--- src/rtl/ahbl_arbiter2.sv ---
// Two-master AHB-Lite arbiter: each master's address phase lands in a one-entry slot, and the slots share one bus.
// Latency: capture in t, shared address phase in t+1, data phase in t+2 (one cycle more than a direct connection).
// Backpressure: Mx_HREADY stalls a master while its slot is pending or its data phase waits on HREADY.
//
// Ports:
//   HCLK, HRESETn           clock, asynchronous active-low reset
//   M0_* / M1_*             plain AHB-Lite master ports (HADDR/HTRANS/HSIZE/HWRITE/HWDATA in, HREADY/HRDATA out)
//   HADDR..HWDATA, HMASTER  shared-bus address/data phase outputs toward the splitter
//   HREADY, HRDATA          shared-bus response from the splitter
module ahbl_arbiter2 #(
    parameter bit FIXED_PRIO = 1'b0
) (
    input  logic        HCLK,
    input  logic        HRESETn,

    input  logic [31:0] M0_HADDR,
    input  logic [1:0]  M0_HTRANS,
    input  logic [2:0]  M0_HSIZE,
    input  logic        M0_HWRITE,
    input  logic [31:0] M0_HWDATA,
    output logic        M0_HREADY,
    output logic [31:0] M0_HRDATA,

    input  logic [31:0] M1_HADDR,
    input  logic [1:0]  M1_HTRANS,
    input  logic [2:0]  M1_HSIZE,
    input  logic        M1_HWRITE,
    input  logic [31:0] M1_HWDATA,
    output logic        M1_HREADY,
    output logic [31:0] M1_HRDATA,

    output logic [31:0] HADDR,
    output logic [1:0]  HTRANS,
    output logic [2:0]  HSIZE,
    output logic        HWRITE,
    output logic [31:0] HWDATA,
    output logic        HMASTER,
    input  logic        HREADY,
    input  logic [31:0] HRDATA
);

    // Per-master slots
    logic [1:0]  pend_v_q, pend_v_d;
    logic [31:0] addr0_q, addr1_q, addr0_d, addr1_d;
    logic [2:0]  size0_q, size1_q, size0_d, size1_d;
    logic        write0_q, write1_q, write0_d, write1_d;

    // Data-phase tracker
    logic        dph_v_q, dph_v_d;
    logic        dph_own_q, dph_own_d;

    // Arbitration state: last accepted owner, and the owner frozen while
    // HREADY=0 so a stalled address phase cannot change hands.
    logic        last_grant_q, last_grant_d;
    logic        lock_q, lock_d;
    logic        lock_own_q, lock_own_d;

    // Last driven address-phase fields, replayed while no slot is pending.
    logic [31:0] haddr_q, haddr_d;
    logic [2:0]  hsize_q, hsize_d;
    logic        hwrite_q, hwrite_d;
    logic        hmaster_q, hmaster_d;

    logic        any_cand;
    logic        win;
    logic        accept;
    logic [1:0]  m_ready;
    logic [1:0]  cap;

    // Only bit 1 of HTRANS matters: SEQ and NONSEQ are treated alike.
    logic unused_htrans;
    assign unused_htrans = M0_HTRANS[0] ^ M1_HTRANS[0];

    assign any_cand = |pend_v_q;
    assign accept   = any_cand & HREADY;

    always_comb begin
        win = hmaster_q;
        if (lock_q) begin
            win = lock_own_q;
        end else begin
            case (pend_v_q)
                2'b01:   win = 1'b0;
                2'b10:   win = 1'b1;
                2'b11:   win = FIXED_PRIO ? 1'b0 : ~last_grant_q;
                default: win = hmaster_q;
            endcase
        end
    end

    // Shared address phase
    assign HTRANS  = any_cand ? 2'b10 : 2'b00;
    assign HADDR   = any_cand ? (win ? addr1_q  : addr0_q)  : haddr_q;
    assign HSIZE   = any_cand ? (win ? size1_q  : size0_q)  : hsize_q;
    assign HWRITE  = any_cand ? (win ? write1_q : write0_q) : hwrite_q;
    assign HMASTER = any_cand ? win : hmaster_q;

    // Shared data phase: the owning master keeps its write data valid
    // because it is stalled until this phase completes.
    assign HWDATA = dph_v_q ? (dph_own_q ? M1_HWDATA : M0_HWDATA) : 32'h0;

    // Per-master response
    assign m_ready[0] = ~(pend_v_q[0] | (dph_v_q & ~dph_own_q & ~HREADY));
    assign m_ready[1] = ~(pend_v_q[1] | (dph_v_q &  dph_own_q & ~HREADY));
    assign M0_HREADY  = m_ready[0];
    assign M1_HREADY  = m_ready[1];
    assign M0_HRDATA  = (dph_v_q & ~dph_own_q & HREADY) ? HRDATA : 32'h0;
    assign M1_HRDATA  = (dph_v_q &  dph_own_q & HREADY) ? HRDATA : 32'h0;

    assign cap[0] = m_ready[0] & M0_HTRANS[1];
    assign cap[1] = m_ready[1] & M1_HTRANS[1];

    always_comb begin
        // Capture never coincides with issue of the same slot: capture needs
        // Mx_HREADY=1, which implies the slot is empty.
        pend_v_d[0] = cap[0] | (pend_v_q[0] & ~(accept & ~win));
        pend_v_d[1] = cap[1] | (pend_v_q[1] & ~(accept &  win));

        addr0_d  = cap[0] ? M0_HADDR  : addr0_q;
        size0_d  = cap[0] ? M0_HSIZE  : size0_q;
        write0_d = cap[0] ? M0_HWRITE : write0_q;
        addr1_d  = cap[1] ? M1_HADDR  : addr1_q;
        size1_d  = cap[1] ? M1_HSIZE  : size1_q;
        write1_d = cap[1] ? M1_HWRITE : write1_q;

        dph_v_d   = dph_v_q;
        dph_own_d = dph_own_q;
        if (HREADY) begin
            dph_v_d   = any_cand;
            dph_own_d = any_cand ? win : dph_own_q;
        end

        last_grant_d = accept ? win : last_grant_q;
        lock_d       = any_cand & ~HREADY;
        lock_own_d   = win;

        haddr_d   = HADDR;
        hsize_d   = HSIZE;
        hwrite_d  = HWRITE;
        hmaster_d = HMASTER;
    end

    always_ff @(posedge HCLK or negedge HRESETn) begin
        if (!HRESETn) begin
            pend_v_q     <= 2'b00;
            addr0_q      <= 32'h0;
            addr1_q      <= 32'h0;
            size0_q      <= 3'h0;
            size1_q      <= 3'h0;
            write0_q     <= 1'b0;
            write1_q     <= 1'b0;
            dph_v_q      <= 1'b0;
            dph_own_q    <= 1'b0;
            last_grant_q <= 1'b1;
            lock_q       <= 1'b0;
            lock_own_q   <= 1'b0;
            haddr_q      <= 32'h0;
            hsize_q      <= 3'h0;
            hwrite_q     <= 1'b0;
            hmaster_q    <= 1'b0;
        end else begin
            pend_v_q     <= pend_v_d;
            addr0_q      <= addr0_d;
            addr1_q      <= addr1_d;
            size0_q      <= size0_d;
            size1_q      <= size1_d;
            write0_q     <= write0_d;
            write1_q     <= write1_d;
            dph_v_q      <= dph_v_d;
            dph_own_q    <= dph_own_d;
            last_grant_q <= last_grant_d;
            lock_q       <= lock_d;
            lock_own_q   <= lock_own_d;
            haddr_q      <= haddr_d;
            hsize_q      <= hsize_d;
            hwrite_q     <= hwrite_d;
            hmaster_q    <= hmaster_d;
        end
    end

endmodule

--- config.mk ---
export PLATFORM = sky130hd
export DESIGN_NAME = ahbl_arbiter2
export DESIGN_NICKNAME = d
export VERILOG_FILES = /design/src/rtl/ahbl_arbiter2.sv
export SDC_FILE = /design/constraint.sdc
export NUM_CORES = 1
export LEC_CHECK = 0
export BUFFER_PORTS_ARGS = -buffer_cell sky130_fd_sc_hd__buf_2
export CORE_MARGIN = 5
export CORE_UTILIZATION = 45
export DETAILED_ROUTE_END_ITERATION = 8
export PLACE_DENSITY_LB_ADDON = 0.1
export SLEW_MARGIN = 20
export SYNTH_ARGS = -nofsm -noshare
export SYNTH_HDL_FRONTEND = slang
export SYNTH_SLANG_ARGS = --single-unit
--- constraint.sdc ---
create_clock -name HCLK -period 2.6 [get_ports HCLK]
set_input_delay 0.39 -clock HCLK [delete_from_list [all_inputs] [get_ports HCLK]]
set_output_delay 0.39 -clock HCLK [all_outputs]
set_load 0.005 [all_outputs]
After elaboration in Yosys (flattened, before gate mapping)
Index checks and enable logic that the tools add are counted.
- equal/unequal tests: 3
- multiplexer cells: 14
- bitwise operators: 26
- reductions and logical operators: 2
- operators with widths (operator ; number):
    $mux W32 ; 6
    $and A1 B1 Y1 ; 14
    $not A1 Y1 ; 8
    $mux W3 ; 2
    $eq A2 B2 Y1 const B ; 2
    $mux W1 ; 4
    $or A1 B1 Y1 ; 4
    $pmux W1 S3 ; 1
    $eq A2 B1 Y1 const B ; 1
    $mux W2 ; 1
    $reduce_and A2 Y1 ; 1
    $reduce_or A2 Y1 ; 1
- flip-flop bits (word level): 116
- input bits: 175
- output and inout bits: 137

Longest topological paths before layout
- depth in word-level cells: 8
- gate-level depth with buffers: 6

Least setup slack after synthesis
Ideal clock, no wire load.
- path kind: register to output
- from: reg last_grant_q
- to: out HADDR[10]
- arrival time: 1.426 ns
- slack: 0.784 ns
- cell stages (with the launch flop): 6
- cells stage by stage: dfstp_2 > a21bo_2 > buf_2 > buf_1 > a32oi_1 > a31oi_1
- word-level cells in the longest chain between the ends: 5
- ends and longest elaborated chain (what ; line ; text):
    start, declared ; 54 ; logic last_grant_q, last_grant_d;
    start signal, assigned ; 171 ; last_grant_q <= last_grant_d;
    $not A1 Y1 ; 85 ; 2'b11: win = FIXED_PRIO ? 1'b0 : ~last_grant_q;
    $pmux W1 S3 ; 82 ; case (pend_v_q)
    $mux W1 ; 79 ; if (lock_q) begin
    $mux W32 (2 in series) ; 93 ; assign HADDR = any_cand ? (win ? addr1_q : addr0_q) : haddr_q;
    end, declared ; 32 ; output logic [31:0] HADDR,
Every way passes these cells.

Worst setup path after layout
- from: reg lock_q
- to: out HADDR[30]
- word-level cells in the longest chain between the ends: 3
- ends and longest elaborated chain (what ; line ; text):
    start, declared ; 55 ; logic lock_q, lock_d;
    start signal, assigned ; 172 ; lock_q <= lock_d;
    $mux W1 ; 79 ;
    $mux W32 (2 in series) ; 93 ;
Every way passes these cells.

==> run_results.csv <==
group,metric,value,unit
grt,grt_pass1_vias,6126,
route,drtIter0Drc,427,
placement,place.gp.congestion,1.01,
cells_and_area,fin_cells,1075,
placement,io_buffers,308,
yosys,ys_types,34,
clocking,clockBufferDepth,2,
yosys,yosys_warnings,0,
timing,hold_violations,0,
route,vias,6032,
floorplan,start_util,0.460,
power,power.switching,4.25,mW
route,wl_per_cell,20.8,µm
timing,finalSetupViolCount,0,
yosys,synth.avg_cell_area,10.8,µm²
clocking,cts_tree,"built",
clocking,cts_buffers,17,
timing,fin_tns_setup,0,ns
power,power_frac_comb,0.491,
grt,grt-ovfl-total,0,
critical_path,critPathMaxStageDelay,0.41,ns
route,routed_wl,22400,µm
power,switching_share,0.371,
route,drtAntennaViolNets,0,
power,pwr-share-clk,0.219,
route,viasPerCell,5.61,
timing,slew-limit-headroom,0.547,
cells_and_area,layout-drive-gt1-share,0.499,
placement,hpwlAfterDp,15600,µm
yosys,ys_ff_latch,116,
grt,use_met3,0.0688,
clocking,cts_sinks,116,
grt,grt_most_used_layer,"met2",
grt,grt_use_met2,0.420,
run,drv_cap,0,
critical_path,critPathRequiredTime,2.21,ns
critical_path,crit_arrival,2.12,ns
yosys,ys_seq_area_frac,0.453,
grt,grt_util_met1,0.362,
critical_path,crit_start,"lock_q$_DFF_PN0_",
clocking,insertion_delay,0.41,ns
floorplan,die_h,129,µm
floorplan,row_count,43,
critical_path,critical_path.max_fanout,38,
yosys,synth_top_area_share,0.449,
timing,fin_skew,0.00930,ns
cells_and_area,finalNetCount,1055,
placement,place_inst,1037,
timing,tightest_slew,0.680,ns
critical_path,path_class,"reg -> out",
grt,grt_pass1_wl,33900,µm
grt,grt_max_degree,68,
timing,layout_min_cycle_time,2.51,ns
clocking,htree_levels,4,
timing,slew_violations,0,
power,p_int,7.19,mW
clocking,ctsHoldBuffers,0,
yosys,ys.flop_type,"dfrtp_1",
critical_path,r2r-start,"dph_v_q$_DFFE_PN0P_",
timing,rsz0062_at_grt,"false",
clocking,cts.clk_slew.worst_paths,0.05,ns
floorplan,core_area,13900,µm²
yosys,async_flop_share,1.00,
critical_path,regToRegSetupSlack,0.91,ns
cells_and_area,area_growth,37.6,%
critical_path,crit_path_start_kind,"flip-flop",
yosys,synth_edf_count,0,
floorplan,pin_count,312,
min_path,hp-class,"in -> async",
status,outcome,"finished, final reports clean",
timing,finalCritPeriodShare,0.964,
route,drt_pass1_iterations,7,
clocking,cts_root_buffer,"clkbuf_16",
floorplan,dieArea,16700,µm²
yosys,syn_nets,769,
yosys,synth_area_leaders,"dfrtp_1 (45%), mux2_2 (7.4%), mux2_4 (7.0%)",
grt,track_usage,0.263,
power,power_density,1300,nW/µm²
yosys,synth_cells,594,
yosys,syn-cell-area,6420,µm²
timing,hold_ws,0.0139,ns
grt,antenna_found_initial,1,
floorplan,die_x,129,µm
yosys,yosysTopAreaCell,"dfrtp_1",
route,drc_errors,0,
power,power.leakage,4.39,nW
power,p_seq_frac,0.289,
critical_path,slowest_stage,"dfrtp_2",
timing,fmax,0.399,GHz
critical_path,crit_chain,"buf_12 -> nor2b_4 -> buf_8 -> a32oi_1 -> a31oi_1 -> buf_2",
power,peakVddDrop,0.000702,V
critical_path,crit_path_end_kind,"primary output",
==> per-layer routing <==
| layer | part of all wire | wire [µm] | vias to the layer above |
|---|---|---|---|
| met5 | 0 | 0 | - |
| met4 | 0.016 | 357 | 0 |
| met3 | 0.075 | 1680 | 26 |
| met2 | 0.49 | 10900 | 295 |
| met1 | 0.42 | 9460 | 2962 |
| li1 | - | - | 2749 |
==> power by group through the flow <==
stage	logic (mW)	registers, mW	clock network (mW)
detailed placement	5.52	3.32	0
global placement	5.41	3.25	0
global route	6.10	3.42	2.63
finish	5.62	3.31	2.51
floorplan	3.56	3.11	0
CTS	5.63	3.30	2.54
==> layout by cell type, fill, tap and decap left out, types with 3 or more instances in the layout <==
cell / Yosys / layout
clkbuf_16: 0 / 17
buf_12: 3 / 7
mux2_2: 42 / 42
and2_1: 64 / 64
nor2_1: 71 / 71
nor2b_1: 38 / 36
buf_4: 5 / 14
clkbuf_8: 0 / 4
bufinv_16: 0 / 4
o21ai_0: 5 / 5
nand2_1: 4 / 4
a32oi_1: 36 / 36
dfrtp_1: 115 / 112
dfrtp_2: 0 / 3
clkbuf_1: 34 / 3
o311ai_0: 37 / 37
mux2i_1: 32 / 32
a31oi_1: 37 / 37
mux2_4: 30 / 30
buf_2: 16 / 307
==> final timing paths <==
check,endpoint,cells past startpoint
worst max-delay path,HADDR[30],6
worst min-delay path,haddr_q[9]$_DFF_PN0_,1
worst max register to register,addr1_q[3]$_DFFE_PN0P_,3
worst min register to register,write1_q$_DFFE_PN0P_,1
max in group asynchronous,last_grant_q$_DFFE_PN1N_,2
min in group HCLK,addr1_q[24]$_DFFE_PN0P_,2
==> area by class of cell <==
| cell class | instances | area [µm²] |
|---|---|---|
| fill | 1134 | 5110 |
| multi-input combinational | 410 | 3200 |
| antenna | 2 | 5.00 |
| clock buffer | 24 | 492 |
| clock inverter | 8 | 146 |
| inverter | 5 | 18.8 |
| timing repair buffer | 330 | 1830 |
| tap | 180 | 225 |
| sequential | 116 | 2910 |
==> synth_stat cells (2+ instances only) <==
master and n:
nor2_1 71, inv_1 2, clkbuf_1 34, a32oi_1 36, mux2_2 42, buf_4 5
mux2_4 30, nand2b_1 2, buf_2 16, a31oi_1 37, buf_1 4, dfrtp_1 115
inv_2 2, nand2_1 4, o21ai_0 5, and2_1 64, buf_12 3, o311ai_0 37
nor3b_1 2, nor2b_1 38, mux2i_1 32
==> registers in the layout, summed over array words and instances (netlist names) <==
register,cells
last_grant_q,1
addr0_q,32
write0_q,1
hsize_q,3
lock_own_q,1
lock_q,1
haddr_q,32
size1_q,3
hwrite_q,1
pend_v_q,2
write1_q,1
hmaster_q,1
addr1_q,32
size0_q,3
dph_v_q,1
dph_own_q,1
==> repair_timing <==
action,4_1_cts,5_1_grt
gates resized for setup,2,2
endpoints found under the setup margin,36,34
setup buffers,1,2
pin swaps,1,0
cloned,1,0
endpoints found under the hold margin,0,0
==> worst max-delay path: cells and delay by family, from the launching register on <==
kind / cells / cell delay (ns)
AND/OR/NAND/NOR: 1 / 0.19
AO/OA/AOI/OAI: 2 / 0.42
flip-flops: 1 / 0.41
buffers and inverters: 3 / 0.66
==> stage by stage <==
step	util	total power, mW	instance area [µm²]	setup WS, ns
global placement	0.582	8.66	8120	0.347
finish	0.633	11.4	8830	0.0923
global route	0.633	12.1	8820	0.00158
detailed placement	0.582	8.84	8120	0.324
CTS	0.632	11.5	8800	0.0171
floorplan	-	6.67	6420	0.784
==> kinds of logic (layout without fill, tap and decap cells) <==
| kind of cell | Yosys count | after routing | share of synthesized area |
|---|---|---|---|
| AND/OR/NAND/NOR | 184 | 184 | 0.151 |
| AO/OA/AOI/OAI | 121 | 121 | 0.148 |
| flip-flops | 116 | 116 | 0.453 |
| multiplexers | 104 | 104 | 0.194 |
| buffers and inverters | 68 | 367 | 0.0546 |
| other | 1 | 3 | 0.000584 |
Note: power is estimated with default switching activity, not from simulation.
